<file path="config.mk">
export PLATFORM = sky130hd
export DESIGN_NAME = xor_stream_sequencer
export DESIGN_NICKNAME = d
export VERILOG_FILES = /design/src/rtl/xor_stream_sequencer.sv
export SDC_FILE = /design/constraint.sdc
export NUM_CORES = 1
export LEC_CHECK = 0
export ABC_CLOCK_PERIOD_IN_PS = 2950
export CAP_MARGIN = 20
export CORE_ASPECT_RATIO = 0.7
export CORE_MARGIN = 2
export CORE_UTILIZATION = 35
export DETAILED_ROUTE_END_ITERATION = 7
export GPL_TIMING_DRIVEN = 0
export PLACE_DENSITY = 0.48
export SLEW_MARGIN = 20
export SYNTH_ARGS = -nofsm -noshare
export SYNTH_HDL_FRONTEND = slang
export SYNTH_SLANG_ARGS = --single-unit
</file>
<file path="constraint.sdc">
create_clock -name iClk -period 2.95 [get_ports iClk]
set_input_delay 0.295 -clock iClk [delete_from_list [all_inputs] [get_ports iClk]]
set_output_delay 0.295 -clock iClk [all_outputs]
set_load 0.005 [all_outputs]
</file>
<file path="src/rtl/xor_stream_sequencer.sv">
// Purpose: owns the XOR cipher key and phases; loads key segments, then XORs data with the rotating key segment.
// Latency: 1 cycle from data handshake to registered oData/oData_valid; key writes land 1 cycle after handshake.
// Backpressure: oData_ready = !oData_valid | iOut_ready while running; key input is ready only while loading.
module xor_stream_sequencer #(
  parameter int WORD_W    = 32,
  parameter int KEY_WORDS = 16
) (
  input  logic                          iClk,
  input  logic                          iRst,
  input  logic [WORD_W-1:0]             iKey_word,
  input  logic                          iKey_valid,
  output logic                          oKey_ready,
  input  logic [WORD_W-1:0]             iData,
  input  logic                          iData_valid,
  output logic                          oData_ready,
  output logic [WORD_W-1:0]             oData,
  output logic                          oData_valid,
  input  logic                          iOut_ready,
  input  logic                          iRekey,
  output logic                          oCan_encrypt,
  output logic [$clog2(KEY_WORDS):0]    oKey_count,
  output logic [$clog2(KEY_WORDS)-1:0]  oSeg_index
);

  localparam int SEG_W = $clog2(KEY_WORDS);
  localparam int CNT_W = SEG_W + 1;
  localparam logic [CNT_W-1:0] CNT_FULL = CNT_W'(KEY_WORDS);
  localparam logic [CNT_W-1:0] CNT_LAST = CNT_W'(KEY_WORDS - 1);
  localparam logic [SEG_W-1:0] SEG_LAST = SEG_W'(KEY_WORDS - 1);

  typedef enum logic [1:0] {
    S_LOAD  = 2'd0,
    S_RUN   = 2'd1,
    S_DRAIN = 2'd2
  } state_t;

  state_t              r_state;
  state_t              w_state_nxt;

  logic [WORD_W-1:0]   r_key [KEY_WORDS];
  logic [CNT_W-1:0]    r_key_count;
  logic [SEG_W-1:0]    r_seg_index;
  logic [WORD_W-1:0]   r_data;
  logic                r_data_valid;
  logic                r_can_encrypt;

  logic                w_key_ready;
  logic                w_data_ready;
  logic                w_key_hs;
  logic                w_data_hs;
  logic                w_out_hs;
  logic                w_key_last;
  logic                w_seg_last;
  logic                w_load_done;
  logic                w_drain_done;
  logic [WORD_W-1:0]   w_key_seg;

  // Handshake qualifiers. The count guard keeps a full key from ever taking an extra word.
  assign w_key_ready  = (r_state == S_LOAD) && (r_key_count != CNT_FULL);
  assign w_data_ready = (r_state == S_RUN) && (!r_data_valid || iOut_ready);
  assign w_key_hs     = iKey_valid && w_key_ready;
  assign w_data_hs    = iData_valid && w_data_ready;
  assign w_out_hs     = r_data_valid && iOut_ready;
  assign w_key_last   = (r_key_count == CNT_LAST);
  assign w_seg_last   = (r_seg_index == SEG_LAST);
  assign w_load_done  = w_key_hs && w_key_last;
  assign w_key_seg    = r_key[r_seg_index];

  // Next-state logic: load until the key is full, run until a rekey, drain the output register.
  always_comb begin
    w_state_nxt  = r_state;
    w_drain_done = 1'b0;
    case (r_state)
      S_LOAD: begin
        if (w_load_done) begin
          w_state_nxt = S_RUN;
        end
      end
      S_RUN: begin
        if (iRekey) begin
          w_state_nxt = S_DRAIN;
        end
      end
      S_DRAIN: begin
        if (!r_data_valid) begin
          w_state_nxt  = S_LOAD;
          w_drain_done = 1'b1;
        end
      end
      default: begin
        w_state_nxt = S_LOAD;
      end
    endcase
  end

  // State register; oCan_encrypt is registered so it tracks S_RUN exactly one cycle behind decisions.
  always_ff @(posedge iClk) begin
    if (iRst) begin
      r_state       <= S_LOAD;
      r_can_encrypt <= 1'b0;
    end else begin
      r_state       <= w_state_nxt;
      r_can_encrypt <= (w_state_nxt == S_RUN);
    end
  end

  // Key storage: each accepted key word lands in the slot named by the current fill count.
  always_ff @(posedge iClk) begin
    if (iRst) begin
      for (int i = 0; i < KEY_WORDS; i++) begin
        r_key[i] <= '0;
      end
    end else if (w_key_hs) begin
      r_key[r_key_count[SEG_W-1:0]] <= iKey_word;
    end
  end

  // Fill counter: only cleared on reset or when a drain completes; stale key bits are simply overwritten.
  always_ff @(posedge iClk) begin
    if (iRst) begin
      r_key_count <= '0;
    end else if (w_drain_done) begin
      r_key_count <= '0;
    end else if (w_key_hs && (r_key_count != CNT_FULL)) begin
      r_key_count <= r_key_count + 1'b1;
    end
  end

  // Segment pointer: restarts at 0 for every new key and wraps around the key while running.
  always_ff @(posedge iClk) begin
    if (iRst) begin
      r_seg_index <= '0;
    end else if (w_drain_done || w_load_done) begin
      r_seg_index <= '0;
    end else if (w_data_hs) begin
      r_seg_index <= w_seg_last ? '0 : r_seg_index + 1'b1;
    end
  end

  // Output register: load on input handshake (covers simultaneous drain), else clear valid once taken.
  always_ff @(posedge iClk) begin
    if (iRst) begin
      r_data       <= '0;
      r_data_valid <= 1'b0;
    end else if (w_data_hs) begin
      r_data       <= iData ^ w_key_seg;
      r_data_valid <= 1'b1;
    end else if (w_out_hs) begin
      r_data_valid <= 1'b0;
    end
  end

  assign oKey_ready   = w_key_ready;
  assign oData_ready  = w_data_ready;
  assign oData        = r_data;
  assign oData_valid  = r_data_valid;
  assign oCan_encrypt = r_can_encrypt;
  assign oKey_count   = r_key_count;
  assign oSeg_index   = r_seg_index;

endmodule

</file>
Yosys cells after proc, flatten, opt, wreduce, memory -nomap -nowiden
Memories as Yosys holds them, arrays and structs flattened. A register that Yosys moved wholly into a read port is not among the register bits.
Index checks and enable logic that the tools add are counted.
- RAM bits: 512
- flip-flop bits (word level): 45
- input bits: 70
- word-level logic and storage cells: 50
- memories kept: 1
- output and inout bits: 45
- reductions and logical operators: 15
- $add $sub $neg: 2
- bitwise operators: 1
- multiplexer cells: 19
- eq/ne operators: 6
- memories (memory ; words ; width ; rd ports ; clocked after Yosys merged registers in ; write ports ; RTL line ; text):
    r_key ; 16 ; 32 ; 1 ; 1 ; 16 ; 40 ; logic [WORD_W-1:0] r_key [KEY_WORDS];
- operators with widths (cell ; number):
    32-bit 2-to-1 mux ; 1
    32-bit OR reduction ; 1
    32-bit bitwise XOR ; 1
    4-bit 2-to-1 mux ; 4
    1-bit 2-to-1 mux ; 10
    1-bit logical AND ; 7
    2-bit 2-to-1 mux ; 3
    2-bit case mux with 3 select lines ; 1
    5-bit by 1-bit adder with 5-bit output (second input constant) ; 1
    5-bit by 4-bit equality test with 1-bit output (second input constant) ; 1
    5-bit inequality test (second input constant) ; 1
    4-bit by 1-bit adder with 4-bit output (second input constant) ; 1
    2-bit by 1-bit equality test with 1-bit output (second input constant) ; 2
    4-bit equality test (second input constant) ; 1
    2-bit OR reduction ; 2
    2-bit equality test (second input constant) ; 1
    2-bit zero test ; 1
    1-bit logical OR ; 2
    2-bit nonzero test ; 1
    1-bit zero test ; 1

Depth between registers and ports, before layout
Gate-level depths: netlist of run 1.
- depth after elaboration: 8
- mapped depth: 7
- depth with buffers taken out: 6

Worst setup path before layout of run 1
OpenSTA, ideal clock, no wires.
- path kind: register to register
- start: reg (tool-made name)
- end: reg r_data[10], in the netlist oData[10]
- cell stages (with the launch flop): 8
- clock period less this slack: 2.201 ns
- data required time: 2.833 ns
- buffers on the path: 3
- setup slack: 0.749 ns
- data arrival time: 2.084 ns
- setup time: 0.117 ns
- path through: dfxtp_1 > buf_2 > buf_2 > buf_2 > mux4_2 > mux2_2 > a221o_1 > a22o_1
- RTL lines (item ; RTL line ; text):
    end signal: assignment ; 146 ; r_data <= iData ^ w_key_seg;
    end: declaration ; 43 ; logic [WORD_W-1:0] r_data;

==> results.sh, run 1 <==
export IMPL_ir_drop_mv=0.443
export IMPL_multiInputGateArea_um2=8380
export IMPL_fin_crit_sh=0.988
export IMPL_core_area_um2=71500
export IMPL_setup_violations=0
export IMPL_wl_per_cell_um=30.6
export IMPL_worst_path_stages=4
export IMPL_end_kind="register"
export IMPL_syn_nets=1692
export IMPL_syn_cell_area_um2=25300
export IMPL_cap_violations=0
export IMPL_seqCellArea_um2=16400
export IMPL_gr_total_overflow=0
export IMPL_io_buffers=113
export IMPL_p_switching_mw=3.95
export IMPL_start_util=0.353
export IMPL_p_seq_frac=0.515
export IMPL_required_ns=3.19
export IMPL_cp_arrival_ns=3.16
export IMPL_seq_area_frac_synth=0.647
export IMPL_ys_ff_latch=561
export IMPL_pre_cts_slack_ns=-0.398
export IMPL_area_delta_synth_final_pct=17.8
export IMPL_rsz0062_at_grt="true"
export IMPL_syn_avg_cell_area_um2=15.6
export IMPL_cts_tree="yes"
export IMPL_drtPass1Iterations=5
export IMPL_clock_power_share=0.425
export IMPL_synth_distinct_cells=37
export IMPL_cts_reportedPaths_clkPinSlew_ns=0.06
export IMPL_wl_mm=86.2
export IMPL_grt_max_degree=33
export IMPL_placed_cells=2699
export IMPL_dieHeight_um=229
export IMPL_status="finished, final reports clean"
export IMPL_fin_skew_ns=0.0238
export IMPL_drt_iter0_markers=1923
export IMPL_combPwrFrac=0.060
export IMPL_grt_pass1_wl_mm=120
export IMPL_yosys_warnings=0
export IMPL_final_cell_mix="and2_1 (516), edfxtp_1 (512), mux4_2 (128)"
export IMPL_place_congestion=0.790
export IMPL_grt_pass1_vias=15600
export IMPL_p_sw_frac=0.224
export IMPL_vias_per_cell=5.39
export IMPL_clock_fmax_ghz=0.343
export IMPL_crit_type="reg2reg"
export IMPL_clockBufferDepth=3
export IMPL_path_buf_inv=0
export IMPL_drive_gt1_frac=0.186
export IMPL_drc_errors=0
export IMPL_period_minus_slack_ns=2.92
export IMPL_power_density_nw_per_um2=594
export IMPL_slowest_stage="or2_4"
export IMPL_place_area_um2=27700
export IMPL_rows=82
export IMPL_reg2reg_depth=4
export IMPL_layout_setup_ws_ns=0.0348
export IMPL_insertion_delay_ns=0.63
export IMPL_finish_instance_area_um2=29800
export IMPL_die_area_um2=74400
export IMPL_slew_violations=0
export IMPL_die_width_um=325
export IMPL_pin_count=115
export IMPL_hpwl_mm=52.4
export IMPL_cts_sinks=561
export IMPL_holdPathStages=3
export IMPL_numCtsBuffers=58
export IMPL_crit_path_max_incr_delay_ns=0.82
export IMPL_final_common_cell="and2_1"
export IMPL_path_cells="nor2_1 > nand3b_1 > nor2_1 > or2_4"
export IMPL_syn_inst=1616
export IMPL_crit_family="simple AND/OR/NAND/NOR gates"
export IMPL_track_usage=0.232
export IMPL_p_int_mw=13.7
export IMPL_final_cells=2814
export IMPL_postRouteAntennaNets=0
export IMPL_start_kind="register"
export IMPL_fin_nets=1871
export IMPL_cts_setup_buffers=0
export IMPL_cts_htree_levels=2
export IMPL_min_delay_path_class="in2reg"
export IMPL_via_count=15200
export IMPL_hold_violations=0
export IMPL_root_buffer="clkbuf_16"
export IMPL_relSlewSlack=0.245
export IMPL_antenna_found_initial=5
export IMPL_path_max_fanout=32
export IMPL_worst_pin_slew_ns=1.13
export IMPL_cts_hold_buf=0
export IMPL_cpMostUsedCell="nor2_1"
export IMPL_fillCellCount=6562
export IMPL_leakage_nw=10.5
[power by group through the flow]
stage	Combinational [mW]	Clock (mW)	Sequential, mW
global route	1.12	7.93	9.13
CTS	1.07	7.60	9.10
global placement	1.02	0	9.26
floorplan	0.483	0	9.23
detailed placement	1.06	0	9.27
finish	1.07	7.52	9.10
[Yosys cell counts]
| library cell | n | area, µm² |
|---|---|---|
| clkbuf_1 | 114 | 428 |
| edfxtp_1 | 512 | 15400 |
| buf_4 | 1 | 7.51 |
| nor3b_1 | 1 | 7.51 |
| a21oi_1 | 6 | 30.0 |
| mux2_2 | 60 | 676 |
| nand4bb_1 | 1 | 11.3 |
| or3_1 | 3 | 18.8 |
| a32oi_1 | 1 | 8.76 |
| xor2_1 | 3 | 26.3 |
| a221o_1 | 30 | 300 |
| o221ai_1 | 30 | 263 |
| nand4_1 | 6 | 37.5 |
| dfxtp_1 | 49 | 981 |
| xnor2_1 | 1 | 8.76 |
| a22o_1 | 34 | 298 |
| buf_1 | 8 | 30.0 |
| a31oi_1 | 1 | 6.26 |
| and3_1 | 2 | 12.5 |
| and2_1 | 516 | 3230 |
| nand2_1 | 8 | 30.0 |
| a31o_2 | 1 | 8.76 |
| mux4_2 | 128 | 2880 |
| buf_2 | 11 | 55.1 |
| buf_6 | 6 | 67.6 |
| mux2i_1 | 2 | 20.0 |
| a311oi_1 | 3 | 26.3 |
| nand3_1 | 4 | 20.0 |
| nand2b_1 | 1 | 6.26 |
| nor2_1 | 31 | 116 |
| nor2b_1 | 5 | 31.3 |
| or2_2 | 17 | 106 |
| and4_1 | 2 | 17.5 |
| inv_1 | 6 | 22.5 |
| o21ai_0 | 3 | 15.0 |
| nand3b_1 | 3 | 22.5 |
| ha_1 | 6 | 75.1 |
[logic make-up (layout without fill, tap and decap cells)]
kind of cell             Yosys count  after routing  synth area share
AO/OA/AOI/OAI                    109            109            0.0378
AND/OR/NAND/NOR                  600            603             0.145
flip-flops                       561            561             0.647
XOR/XNOR                           4              4           0.00139
multiplexers                     190            190             0.142
other                              0              4                 0
buffers and inverters            146            371            0.0242
adder cells (fa/ha/maj)            6              6           0.00297
[cell type report]
class	count	area share
Clock inverter	16	0.00441
Buffer	139	0.0226
Antenna cell	4	0.000336
Tap cell	966	0.0406
Multi-Input combinational cell	912	0.281
Timing Repair Buffer	117	0.0407
Inverter	6	0.000756
Clock buffer	93	0.0600
Sequential cell	561	0.549
[metrics by stage]
stage          hold slack (ns)   util  power [mW]  TNS, ns
3_5_place_dp             0.466  0.388        10.3   -89.34
4_1_cts                 0.0813  0.416        17.8        0
5_1_grt                  0.125  0.416        18.2  -0.0615
2_1_floorplan            0.431      -        9.71        0
3_3_place_gp             0.460  0.386        10.3  -269.21
6_report                 0.105  0.416        17.7        0
[state kept, by name (all words and copies together), names as in the netlist, named ones only]
| signal | count |
|---|---|
| oData_valid | 1 |
| r_state | 2 |
| oSeg_index | 4 |
| r_key | 512 |
| oData | 32 |
| oCan_encrypt | 1 |
| oKey_count | 5 |
[repair_timing]
| action | CTS | global route |
|---|---|---|
| pin swaps | 1 | 1 |
| cloned | 2 | 1 |
| gates resized for setup | 22 | 12 |
| endpoints found under the hold margin | 0 | 0 |
| setup endpoints to repair | 104 | 102 |
[path summary, 6_finish.rpt]
path | start | to | slack, ns
setup / recovery | r_state[1] | r_key[8][5] | 0.03
hold / removal | iKey_valid | oKey_count[1] | 0.11
setup reg to reg | r_state[1] | r_key[8][5] | 0.03
hold reg to reg | oData[7] | oData[7] | 0.48
[worst register-to-register path, stage by stage (launching register included)]
cell and delay, ns:
dfxtp_1 0.33, nor2_1 0.54, nand3b_1 0.27, nor2_1 0.55
or2_4 0.82
[routing by layer]
| metal | routed length [µm] | part of all wire | vias up | track usage |
|---|---|---|---|---|
| met2 | 37800 | 0.44 | 593 | 0.345 |
| met1 | 38900 | 0.45 | 7991 | 0.331 |
| li1 | - | - | 6443 | - |
| met5 | 8 | 0.000093 | - | 0 |
| met3 | 7050 | 0.082 | 138 | 0.0638 |
| met4 | 2450 | 0.028 | 2 | 0.0660 |
Note: power is estimated with default switching activity, not from simulation.
==> run 2, diff against run 1 <==
Settings changed: CAP_MARGIN 20 to 40, GPL_ROUTABILITY_DRIVEN set to 0, SETUP_SLACK_MARGIN set to 0.4.
==> results.sh, run 2 (synthesized netlist as in run 1, its figures left out) <==
export IMPL_relSlewSlack=0.405
export IMPL_numCtsBuffers=58
export IMPL_cts_htree_levels=2
export IMPL_finalPower_mw=17.7
export IMPL_fin_setup_tns_ns=0
export IMPL_grt_busiest_layer="met2"
export IMPL_start_kind="input port"
export IMPL_period_minus_slack_ns=2.57
export IMPL_postRouteAntennaNets=0
export IMPL_fin_nets=1936
export IMPL_wl_mm=88.3
export IMPL_regMostFlops="r_key"
export IMPL_pre_cts_slack_ns=-0.330
export IMPL_clock_fmax_ghz=0.389
export IMPL_slew_violations=0
export IMPL_wl_per_cell_um=30.7
export IMPL_worst_pin_slew_ns=0.893
export IMPL_cts_reportedPaths_clkPinSlew_ns=0.06
export IMPL_fin_skew_ns=0.0158
export IMPL_grt_max_degree=33
export IMPL_die_area_um2=74400
export IMPL_setup_violations=0
export IMPL_rows=82
export IMPL_fillCellCount=6516
export IMPL_largest_reg_flops=512
export IMPL_crit_family="buffers and inverters"
export IMPL_area_delta_synth_final_pct=21.0
export IMPL_cts_sinks=561
export IMPL_dieHeight_um=229
export IMPL_hold_violations=0
export IMPL_pin_count=115
export IMPL_grt_pass1_vias=15700
export IMPL_drt_iter0_markers=2119
export IMPL_end_kind="register"
export IMPL_critPathLaunch="iRst"
export IMPL_grt_pass1_wl_mm=121
export IMPL_layout_setup_ws_ns=0.377
export IMPL_use_met1=0.342
export IMPL_crit_type="in2reg"
export IMPL_fin_crit_sh=0.872
export IMPL_cts_hold_buf=0
export IMPL_via_count=15600
export IMPL_io_buffers=113
export IMPL_hpwl_mm=56.5
export IMPL_gr_total_overflow=0
export IMPL_ir_drop_mv=0.486
export IMPL_drtPass1Iterations=5
export IMPL_path_buf_inv=2
export IMPL_antenna_found_initial=4
export IMPL_use_met2=0.352
export IMPL_leakage_nw=10.9
export IMPL_slowest_stage="clkdlybuf4s50_1"
export IMPL_rsz0062_at_grt="true"
export IMPL_required_ns=3.44
export IMPL_drive_gt1_frac=0.219
export IMPL_track_usage=0.233
export IMPL_min_delay_path_class="in2reg"
export IMPL_insertion_delay_ns=0.62
export IMPL_cap_violations=0
export IMPL_multiInputGateArea_um2=8470
export IMPL_status="finished, final reports clean"
export IMPL_vias_per_cell=5.42
export IMPL_final_cell_mix="and2_1 (516), edfxtp_1 (512), mux4_2 (128)"
export IMPL_path_max_fanout=10
export IMPL_path_cells="clkdlybuf4s50_1 > nor2b_1 > nand2_1 > nor2_1 > clkbuf_1 > and2_1"
export IMPL_root_buffer="clkbuf_16"
export IMPL_drc_errors=0
export IMPL_start_util=0.353
export IMPL_hp_start="iKey_valid"
export IMPL_final_common_cell="and2_1"
export IMPL_clockBufferDepth=3
export IMPL_seqCellArea_um2=16400
export IMPL_die_width_um=325
export IMPL_core_area_um2=71500
export IMPL_power_density_nw_per_um2=577
export IMPL_gr_usage_met3=0.0478
export IMPL_crit_path_max_incr_delay_ns=0.69
export IMPL_cp_arrival_ns=3.06
export IMPL_cts_tree="yes"
## run 2: through the flow
step,hold slack [ns],cell area [µm²],std cells,util
CTS,0.0705,30300,2859,0.424
finish,0.105,30600,2878,0.428
global route,0.119,30600,2872,0.428
floorplan,0.431,25300,1616,-
global placement,0.460,27600,2695,0.386
detailed placement,0.466,28300,2745,0.396
## run 2: final timing paths
| kind | end | slack, ns | cells past startpoint |
|---|---|---|---|
| max | r_key[6][15] | 0.38 | 6 |
| min | oKey_count[1] | 0.11 | 3 |
| max reg2reg | oData[16] | 0.43 | 7 |
| min reg2reg | oData[7] | 0.48 | 1 |
## run 2: final cells by class
| type | instances | share of cell area |
|---|---|---|
| Buffer | 140 | 0.0241 |
| Clock inverter | 22 | 0.00564 |
| Antenna cell | 6 | 0.000491 |
| Inverter | 6 | 0.000736 |
| Multi-Input combinational cell | 920 | 0.277 |
| Sequential cell | 561 | 0.535 |
| Tap cell | 966 | 0.0395 |
| Timing Repair Buffer | 173 | 0.0620 |
| Clock buffer | 84 | 0.0557 |
## run 2: timing repair
| action | in CTS | in global routing |
|---|---|---|
| pin swaps | 4 | 1 |
| setup endpoints to repair | 692 | 384 |
| setup buffers | 2 | 5 |
| resized for setup | 51 | 45 |
| gates cloned | 6 | 5 |
## run 2: worst register-to-register path: cells and delay by family (launching register included)
family                 cells  cell delay [ns]
buffers and inverters      3             0.83
muxes                      2             0.66
AOI/OAI and AO/OA          2             0.54
DFF                        1             0.37
## run 2: metal layers
metal,share of wire,wire (µm)
met4,0.028,2440
met1,0.45,39700
met5,0.00031,27
met2,0.44,38700
met3,0.085,7470
## run 2: where the power goes
group / internal, mW / leakage (nW) / switching, mW
Clock: 4.23 / 0.926 / 3.19
Sequential: 8.99 / 5.70 / 0.108
Combinational: 0.468 / 4.29 / 0.660
Total: 13.7 / 10.9 / 3.96
==> RTL edit 1 (settings of run 2) <==
Compare `r_key_count` against `CNT_LAST` with >= in place of ==.
--- a/src/rtl/xor_stream_sequencer.sv
+++ b/src/rtl/xor_stream_sequencer.sv
@@ -63,3 +63,3 @@
   assign w_out_hs     = r_data_valid && iOut_ready;
-  assign w_key_last   = (r_key_count == CNT_LAST);
+  assign w_key_last   = (r_key_count >= CNT_LAST);
   assign w_seg_last   = (r_seg_index == SEG_LAST);
Behaviour: no difference found for any inputs over 4 cycles, from zero or initial values and one cycle with iRst high; that may be too few to reach the edited logic, so the function may still have changed.
==> RTL edit 1 against run 2 <==
- setup slack got worse by 190 ps
- fmax fell by 7.0%
- wire length fell by 3.3%
- register-to-register slack got worse by 150 ps
- die area about the same
- critical endpoint is now r_key[11][2]
- critical path depth unchanged
- sequential power hardly changed
- first-iteration DRC count decreased by 28%
- design area decreased by 1.1%
- sequential cell count unchanged
- clock skew grew 13 ps
- power rose by 0.82%
- synthesized area is essentially flat
- combinational power is 12% higher
==> RTL edit 1: results (changes against run 2) <==
stage,metric,value,unit,change
placement,DP Worst Slack,-238,ps,was -330 ps
worst_setup_path,max incr delay on CP,790,ps,was 690 ps
power,maximum VDD drop,455,uV,was 486 uV
sta,hold_ws,290,ps,was 105 ps
worst_setup_path,crit-path max FO,11,,was 10
worst_setup_path,flop2flop setup slack,280,ps,was 430 ps
yosys,"top cells by count, synth","and2_1 (516), edfxtp_1 (512), mux4_2 (128), clkbuf_1 (123), mux2_2 (60)",,"was and2_1 (516), edfxtp_1 (512), mux4_2 (128), clkbuf_1 (114), mux2_2 (60)"
clock_tree,"Clk Latency, worst-skew pair",630,ps,
clock_tree,clk buf depth,3,,unchanged
global_route,grt ovf,0,,unchanged
detailed_routing,First-pass DRT Iterations,7,,was 5
global_route,All-Layer GR Usage,22.5,%,was 23.3%
cells_and_area,fraction of layout cells with a size suffix above 1,21.6,%,was 21.9%
detailed_routing,DRT Wirelength,85400,um,"was 88,300 um"
detailed_routing,via/cell ratio,5.35,,was 5.42
worst_setup_path,Crit path max-delay family,buffers and inverters,,unchanged
yosys,Yosys warning count,0,,unchanged
placement,I/O Buffers,114,,was 113
sta,Worst Skew,29.2,ps,was 15.8 ps
yosys,sequential-to-total area share from yosys stat,64.7,%,about the same
clock_tree,total CTS buffers,58,,unchanged
clock_tree,htree depth,2,,unchanged
power,LEAKAGE,10.8,nW,was 10.9 nW
cells_and_area,Largest Register,r_key,,unchanged
detailed_routing,DRT iter0 DRCs,1531,,"was 2,119"
sta,Worst slew margin,41.2,%,was 40.5%
yosys,ys async rst share,0,%,unchanged
global_route,maximum number of pins on one net before global-route repair,33,,unchanged
global_route,antenna violations before repair,3,,was 4
yosys,number of synthesized flops with an enable pin,512,,unchanged
placement,DP Wirelength,53800,um,"was 56,500 um"
yosys,"top cells by area, synth","edfxtp_1 (61%), and2_1 (13%), mux4_2 (11%)",,unchanged
run_status,outcome,"finished, final reports clean",,unchanged
clock_tree,"Reg clk slew, reported paths",60,ps,about the same
sta,clock period minus worst slack,2770,ps,was 2570 ps
hold_path,Hold Crit Depth,3,,unchanged
yosys,"Distinct cells, synth",38,,was 37
cells_and_area,Largest register FFs,512,,unchanged
cells_and_area,Final nets,1915,,"was 1,936"
worst_setup_path,slowest CP cell,clkdlybuf4s50_1,,unchanged
cells_and_area,Fill cells,6474,,"was 6,516"
clock_tree,clock tree root buffer cell,clkbuf_16,,unchanged
worst_setup_path,Worst Reg-to-Reg Cells,6,,was 7
global_route,vias in the first global route,15100,,"was 15,700"
global_route,first-pass GRT wire length,117000,um,"was 121,000 um"
yosys,Mapped Nets,1690,,"was 1,692"
cells_and_area,"most common cell after layout, fill and taps aside",and2_1,,unchanged
yosys,main flop type after synthesis,edfxtp_1,,unchanged
hold_path,Hold Path Class,in2reg,,unchanged
[RTL edit 1: cell types whose count changed after synthesis, sizes merged, moves of 2 or more]
cell / change
o21ai: -2
a21o: +2
clkbuf: +9
a21oi: +2
inv: -3
or3: -2
a22oi: +4
nor2: -2
nand2b: +2
buf: -11
a22o: -4
[RTL edit 1: final timing paths]
path,startpoint,end
max,iRst,r_key[11][2]
min,iData[27],oData[27]
max reg2reg,oKey_count[2],r_key[11][2]
min reg2reg,oData[15],oData[15]
[RTL edit 1: layout make-up]
| class | instances | share of cell area [%] |
|---|---|---|
| Sequential cell | 561 | 54.1 |
| Multi-Input combinational cell | 925 | 28.1 |
| Timing Repair Buffer | 152 | 5.44 |
| Clock buffer | 78 | 5.25 |
| Tap cell | 966 | 3.99 |
| Buffer | 138 | 2.19 |
| Clock inverter | 31 | 0.885 |
| Inverter | 3 | 0.0372 |
| Antenna cell | 1 | 0.00827 |
[RTL edit 1: timing repair]
item | in CTS | in global routing
buffers inserted | 1 | 6
resized for setup | 37 | 71
cloned | 7 | 6
pin swaps | 3 | 0
setup endpoints to repair | 453 | 661
[RTL edit 1: through the flow]
stage	cell area (sq um)	total power (W)	std cells	utilization, %
finish	30300	0.0178	2855	42.3
global route	30300	0.0183	2854	42.3
CTS	30000	0.0179	2841	42.0
detailed placement	28000	0.0105	2724	39.2
global placement	27600	0.0105	2694	38.6
floorplan	25300	0.00982	1614	-
[RTL edit 1: worst register-to-register path, cell delays in order, from the launching register on]
cell and delay (ps):
dfxtp_1 360, clkbuf_2 190, nor3_1 290, nand2_1 170, nor2_1 560, clkbuf_1 700, and2_1 250
[RTL edit 1: metal layers]
metal  wire (um)  vias to the layer above  global-route usage [%]
li1            -                     6535                       -
met1       39500                     7974                    33.5
met2       37000                      634                    33.1
met3        6310                      140                    4.13
met4        2600                        0                    7.20
met5           0                        -                       0
[RTL edit 1: report_power, final]
group          internal [W]  leakage [nW]  switching (W)
combinational      0.000534          4.16       0.000734
clock               0.00419         0.908        0.00321
sequential          0.00901          5.70       0.000115
total                0.0137          10.8        0.00406
[RTL edit 1: cell families after synthesis]
kind of cell / after synthesis / share of synthesized area (%)
compound gates: 110 / 3.79
fa+ha+maj: 6 / 0.297
xor+xnor: 4 / 0.139
mux: 191 / 14.2
simple gates: 601 / 14.5
buf+inv: 141 / 2.35
flops: 561 / 64.7
==> RTL edit 2 (settings of run 2) <==
Made on the original files. Change the parameter `KEY_WORDS` from 16 to 8.
--- a/src/rtl/xor_stream_sequencer.sv
+++ b/src/rtl/xor_stream_sequencer.sv
@@ -5,3 +5,3 @@
   parameter int WORD_W    = 32,
-  parameter int KEY_WORDS = 16
+  parameter int KEY_WORDS = 8
 ) (
Ports: changed (resized oKey_count and oSeg_index); port bits go from 115 to 113. No check against the original RTL was run, so the function may have changed too.
==> RTL edit 2 against run 2 <==
- via count fell by 46%
- sequential cell count decreased by 259
- register-to-register slack improved by 60 ps
- synthesized cell count shrank 42%
- wire length is 56% lower
- final cell count fell by 41%
- synthesized area fell by 46%
- critical endpoint is now r_key[5][15]
- combinational power down 45%
- power shrank 47%
- design area shrank 43%
- largest power group unchanged
- first-iteration DRC count shrank 69%
- utilization up 2.2 points
- global-route usage shrank 3.6 points
- setup slack improved by 110 ps
==> RTL edit 2: results (changes against run 2) <==
stage,metric,value,unit,change
power,maximum VDD drop,451,uV,was 486 uV
detailed_routing,Top Layer Used,met4,,was met5
cells_and_area,footprint of the multi-input gates,4940,sq um,was 8470 sq um
cells_and_area,Final nets,1216,,"was 1,936"
clock_tree,"Clk Latency, worst-skew pair",580,ps,was 620 ps
clock_tree,htree depth,1,,was 2
detailed_routing,DRT met1 WL,19400,um,"was 39,700 um"
detailed_routing,met3 wire len,1870,um,was 7470 um
detailed_routing,met2 wire length,17400,um,"was 38,700 um"
cells_and_area,number of signal-net buffers in the layout,222,,was 313
yosys,"Distinct cells, synth",36,,was 37
yosys,"top cells by count, synth","and2_1 (265), edfxtp_1 (256), mux4_2 (64), nor4_1 (64), clkbuf_1 (49)",,"was and2_1 (516), edfxtp_1 (512), mux4_2 (128), clkbuf_1 (114), mux2_2 (60)"
yosys,"top cells by area, synth","edfxtp_1 (56%), and2_1 (12%), mux4_2 (10%)",,"was edfxtp_1 (61%), and2_1 (13%), mux4_2 (11%)"
yosys,Post-Synth XOR/XNOR Area,0.191,%,was 0.139%
floorplanning,n_taps,527,,was 966
yosys,adder-cell share of the synthesized area,0.365,%,was 0.297%
yosys,Mapped Nets,1018,,"was 1,692"
global_route,All-Layer GR Usage,19.7,%,was 23.3%
sta,Worst Skew,25.6,ps,was 15.8 ps
placement,DP Wirelength,24400,um,"was 56,500 um"
cells_and_area,Clock Buffer Count,38,,was 84
cells_and_area,ClkCell Share,5.67,%,was 6.13%
placement,I/O Buffers,112,,was 113
run_status,outcome,"finished, final reports clean",,unchanged
clock_tree,total CTS buffers,31,,was 58
placement,placed cell area,15600,sq um,"was 28,300 sq um"
cells_and_area,multi-input logic cell count,582,,was 920
worst_setup_path,max incr delay on CP,390,ps,was 690 ps
global_route,GRT met3 Usage,3.16,%,was 4.78%
global_route,vias in the first global route,8584,,"was 15,700"
## RTL edit 2: final timing paths
check	slack, ps	cells after the start	endpoint	startpoint
hold reg to reg	490	2	oData[12]	oData[12]
hold / removal	320	3	r_state[1]	iRekey
setup / recovery	490	11	r_key[5][15]	oKey_count[0]
setup reg to reg	490	11	r_key[5][15]	oKey_count[0]
## RTL edit 2: worst max-delay path, delay by kind of cell, from the launching register on
family,cells,cell delay (ps)
flip-flops,1,390
AND/OR/NAND/NOR,4,690
adder cells (fa/ha/maj),1,200
buffers and inverters,6,890
## RTL edit 2: repair_timing
action | in CTS | in global routing
pin swaps | 7 | 2
gates resized for setup | 53 | 10
setup endpoints to repair | 472 | 323
gates cloned | 5 | 0
hold buffers | 0 | 0
setup buffers | 38 | 3
## RTL edit 2: power groups by stage
stage / registers [W] / clock network (W) / logic (W)
3_3_place_gp: 0.00493 / 0 / 0.000507
6_report: 0.00483 / 0.00392 / 0.000621
4_1_cts: 0.00483 / 0.00398 / 0.000626
5_1_grt: 0.00485 / 0.00416 / 0.000665
3_5_place_dp: 0.00493 / 0 / 0.000525
2_1_floorplan: 0.00491 / 0 / 0.000236
## RTL edit 2: cell families (layout without fill, tap and decap cells)
family                     after synthesis  count (layout)
DFF                                    302             302
xor gates and xnor gates                 3               3
other                                    0               2
buffers and inverters                   65             283
and+or+nand+nor                        465             470
adders and majority gates                4               4
muxes                                   64              64
AOI/OAI and AO/OA                       41              41
## RTL edit 2: metrics by stage
step	cells	util (%)	setup WS, ps
floorplan	944	-	437
global placement	1583	40.3	-1280
detailed placement	1589	40.6	-414
CTS	1689	44.9	427
global route	1694	45.0	402
finish	1696	45.0	487
